==> src/rtl/piso_shift_out.sv <==
// Parallel-in, serial-out converter: takes a REG_NUM-word frame in one cycle and
// emits it one word per handshake, highest slice first, slice 0 flagged as last.
module piso_shift_out #(
   parameter int DATA_WIDTH = 16,
   parameter int REG_NUM    = 8
) (
   input  logic                            clk,
   input  logic                            rst_n,
   input  logic [REG_NUM*DATA_WIDTH*2-1:0] p_in,
   input  logic                            p_valid,
   output logic                            p_ready,
   output logic [DATA_WIDTH*2-1:0]         s_out,
   output logic                            s_valid,
   input  logic                            s_ready,
   output logic                            s_last
);

   localparam int WW = DATA_WIDTH * 2;
   localparam int CW = $clog2(REG_NUM) + 1;

   typedef enum logic {IDLE, SHIFT} state_t;

   state_t                      state;
   logic [CW-1:0]               cnt;
   logic [REG_NUM-1:0][WW-1:0]  buf_q;

   logic cnt_zero, load, s_hs;

   assign cnt_zero = (cnt == '0);
   assign s_valid  = (state == SHIFT);
   assign s_last   = s_valid & cnt_zero;
   // Accept a new frame while idle, or on the same edge the last word leaves.
   assign p_ready  = (state == IDLE) | (s_ready & cnt_zero);
   assign load     = p_valid & p_ready;
   assign s_hs     = s_valid & s_ready;
   assign s_out    = buf_q[REG_NUM-1];

   always_ff @(posedge clk or negedge rst_n) begin
      if (!rst_n) begin
         state <= IDLE;
         cnt   <= '0;
         buf_q <= '0;
      end else if (load) begin
         buf_q <= p_in;
         cnt   <= CW'(REG_NUM - 1);
         state <= SHIFT;
      end else if (s_hs) begin
         if (!cnt_zero) begin
            for (int i = REG_NUM - 1; i > 0; i--)
               buf_q[i] <= buf_q[i-1];
            cnt <= cnt - CW'(1);
         end else begin
            state <= IDLE;
         end
      end
   end

endmodule

==> config.mk <==
export PLATFORM = sky130hd
export DESIGN_NAME = piso_shift_out
export DESIGN_NICKNAME = d
export VERILOG_FILES = /design/src/rtl/piso_shift_out.sv
export SDC_FILE = /design/constraint.sdc
export NUM_CORES = 1
export LEC_CHECK = 0
export CORE_ASPECT_RATIO = 1.75
export CORE_MARGIN = 2
export CORE_UTILIZATION = 40
export DETAILED_ROUTE_END_ITERATION = 6
export PLACE_DENSITY_LB_ADDON = 0.1
export SYNTH_ARGS = -nofsm -noshare
export SYNTH_HDL_FRONTEND = slang
export SYNTH_SLANG_ARGS = --single-unit
==> constraint.sdc <==
create_clock -name clk -period 2 [get_ports clk]
set_input_delay 0.4 -clock clk [delete_from_list [all_inputs] [get_ports clk]]
set_output_delay 0.4 -clock clk [all_outputs]
set_load 0.03 [all_outputs]
Word-level counts from Yosys, hierarchy flattened:

Cells that the tools add are included.
Widths: inputs -> output; s select.

* add/subtract/negate cells: 1
* eq/ne operators: 1
* muxes and demuxes: 9
* bitwise gates (word level): 6
* reductions and logical operators: 5

Operators by type and width (count)
* $mux 224: 3
* $mux 4: 3
* $and 1x1->1: 4
* $logic_not 4->1: 1
* $reduce_and 2->1: 2
* $reduce_bool 2->1: 2
* $sub 4x1->4 const B: 1
* $mux 1: 3
* $ne 2x1->1 const B: 1
* $not 1->1: 1
* $or 1x1->1: 1

* register bits: 261
* input bits: 260

Logic depth before layout (Yosys ltp):

* depth after elaboration: 6
* gate-level depth with buffers: 8

Worst setup path after synthesis:

Ideal clock, no wire load.

* path type: register -> output
* start point: register cnt[0]
* end point: output s_last
* arrival: 1.768 ns
* data required time: 1.600 ns
* setup slack: -0.168 ns
* stages on the path, launching flop included: 7
* buffers on the path: 2
* cell sequence: dfrtp_1 > inv_1 > ha_1 > or3b_1 > buf_2 > buf_1 > nor2_1

* word-level cells in the longest chain between the ends: 2

RTL lines
* from (decl): line 24 `logic [CW-1:0] cnt;`
* from (signal assigned): line 45 `cnt <= CW'(REG_NUM - 1);`
* from (signal assigned): line 51 `cnt <= cnt - CW'(1);`
* $logic_not 4->1: line 29 `assign cnt_zero = (cnt == '0);`
* $and 1x1->1: line 31 `assign s_last = s_valid & cnt_zero;`
* to (decl): line 15 `output logic s_last`

Every way passes these cells.

Worst setup path after layout:

* start point: register cnt[1]
* end point: output s_last

The elaborated chain is that of the path after synthesis.

==> reports/qor.csv <==
metric;value;unit
outcome;finished, violations left;
p_int;15400;µW
switchingPower;6410;µW
insertion_delay;0.54;ns
cp_max_fo;3;
hold_violations;0;
die_y;234;µm
viasPerCell;5.64;
synth_edf_count;0;
synth_fp_nets;1169;
peakVddDrop;837;µV
cp.required;1.60;ns
min_path_type;in2async;
synth_most_common_cell;dfrtp_1;
p_total;21800;µW
violations;setup timing;
grt_pass1_vias;9188;
tightestPinTransition;0.454;ns
maxCapViolCount;0;
rsz0062_at_grt;true;
yosysSeqAreaShare;0.543;
vias;8889;
critical-path-top-delay-family;simple AND/OR/NAND/NOR gates;
switching_share;0.294;
fp.dieArea;0.0316;mm²
finalCriticalPeriod;2.15;ns
fmax;0.464;GHz
wl_per_cell;20.2;µm
synth.distinct_cells;35;
antenna_found_initial;6;
cts-root-buf;clkbuf_16;
first_iter_violations;502;
slew_viol_final;0;
cts_tree;done;
synth_ff_type;dfrtp_1;
comb_power_share;0.353;
ys_seq_elements;261;
place.gp.congestion;0.788;
grt_pass1_wl;50700;µm
worstSetupEndpointType;primary output;
finalSetupViolations;2;
firstDrtPassIters;4;
synth_common_cells;261 x dfrtp_1, 222 x nand3b_1, 153 x o221a_1;
grt.total_usage;0.201;
yosys.area.top_type_share;0.543;
clock-sinks;261;
area_growth;38.4;%
p_seq_frac;0.406;
grt_overflow_total;0;
dp_hpwl;22300;µm
path_cells;inv_2, ha_4, or3b_4, nor2_4, buf_6;
clkPwrFrac;0.242;
worstSetupPathType;reg2out;
cts.clk_slew.worst_paths;0.06;ns
drive_gt1_frac;0.167;
synthArstFlopShare;1.00;
syn_area;0.0120;mm²
synth_area_leaders;dfrtp_1 54%, o221a_1 14%, nand3b_1 14%;
yosysWarnings;0;
arrival;1.75;ns
portBuffers;294;
fp-row-count;84;
syn_inst;908;
wl;31800;µm
fin_ws;-0.154;ns
worst-path-buf-inv;2;
drtAntennaViolNets;0;
avgSynthCellArea;13.3;µm²
slowest_stage;or3b_4;
p_leak;0.00626;µW
min_period_over_period;1.08;
nets;1424;
die_width;135;µm
drc;0;
synth_top_area_cell;dfrtp_1;
cts_made_buffers;26;
slowest_delay;0.40;ns
critPathLaunchType;flip-flop;
core_area;0.0298;mm²
clk_path_buf_depth;3;
initial_core_util;0.403;
fin_worst_skew;0.0163;ns
p_per_area;1310;mW/mm²
io-pin-count;295;
grt_max_degree;64;
relSlewSlack;0.697;
htree_levels;1;
hold_ws;0.372;ns
==> logic make-up after synthesis <==
group,count (synthesis),synth area share
compound gates,237,0.218
fa+ha+maj,1,0.00104
buf+inv,140,0.0619
flops,261,0.543
mux,33,0.0308
simple gates,236,0.146
==> cells in the final DEF, fill, tap and decap left out, types with 2 or more instances in the layout <==
| master | Yosys | final |
|---|---|---|
| buf_6 | 5 | 3 |
| clkbuf_8 | 0 | 10 |
| clkdlybuf4s50_1 | 0 | 261 |
| bufinv_16 | 0 | 3 |
| dlygate4sd2_1 | 0 | 8 |
| dfrtp_1 | 261 | 261 |
| o21a_1 | 2 | 2 |
| buf_4 | 35 | 35 |
| inv_2 | 0 | 2 |
| clkinv_2 | 0 | 3 |
| o221a_2 | 70 | 70 |
| dlymetal6s2s_1 | 0 | 22 |
| mux2_1 | 29 | 29 |
| clkbuf_1 | 39 | 3 |
| nand3b_1 | 222 | 222 |
| buf_12 | 0 | 30 |
| clkbuf_16 | 0 | 27 |
| o221a_1 | 153 | 153 |
| nand3_1 | 2 | 2 |
| nand2_1 | 3 | 3 |
| mux2_2 | 3 | 3 |
| a2bb2oi_1 | 2 | 2 |
| diode_2 | 0 | 7 |
| o21ai_0 | 3 | 3 |
| inv_1 | 6 | 4 |
==> final timing paths <==
path	start	to	slack (ns)	cells after the start
setup / recovery	cnt[1]	s_last	-0.15	5
hold / removal	rst_n	s_out[0]	0.37	2
setup reg to reg	cnt[1]	s_out[28]	0.13	7
hold reg to reg	buf_q[23]	buf_q[23]	0.47	1
max in group asynchronous	rst_n	buf_q[56]	0.90	3
min in group clk	p_in[23]	buf_q[23]	0.46	2
==> stage by stage <==
stage          setup WS, ns   util  TNS, ns  std cells  area (µm²)
6_report             -0.154  0.558   -0.280       1576       16700
3_5_place_dp         -0.183  0.523   -28.48       1516       15600
4_1_cts              -0.192  0.556   -0.361       1568       16600
2_1_floorplan        0.0274      -        0        908       12000
5_1_grt              -0.211  0.558   -0.401       1575       16700
3_3_place_gp         -0.156  0.523   -20.89       1516       15600
==> power by group through the flow <==
stage	logic, µW	registers (µW)	clock network (µW)
2_1_floorplan	5770	8480	0
3_3_place_gp	7530	8920	0
3_5_place_dp	7720	8990	0
4_1_cts	7770	8880	5440
5_1_grt	8370	9210	5650
6_report	7690	8850	5270
==> registers in the layout, indices dropped and copies added, names as in the netlist <==
signal,count
s_out,32
buf_q,224
s_valid,1
cnt,4
==> repair_timing <==
item                                   in CTS  in global routing
hold buffers                                1                  0
endpoints found under the hold margin      43                  0
setup buffers                               4                  1
gates resized for setup                    15                 23
pin swaps                                   1                  0
setup endpoints to repair                  55                 55
==> layer usage <==
metal  track usage  up-vias  wire, µm
met3        0.0401       51      1930
met1         0.260     4460     13400
li1              -     4121         -
met5             0        -         0
met2         0.329      257     15300
met4        0.0794        0      1130
==> area by class of cell <==
type / instances / area, µm²
multi-input combinational: 507 / 4790
fill: 2539 / 13200
tap: 387 / 484
clock buffer: 40 / 825
sequential: 261 / 6530
inverter: 6 / 22.5
antenna: 7 / 17.5
timing repair buffer: 361 / 3880
clock inverter: 7 / 113
No activity file was read; power rests on OpenSTA's default activity.
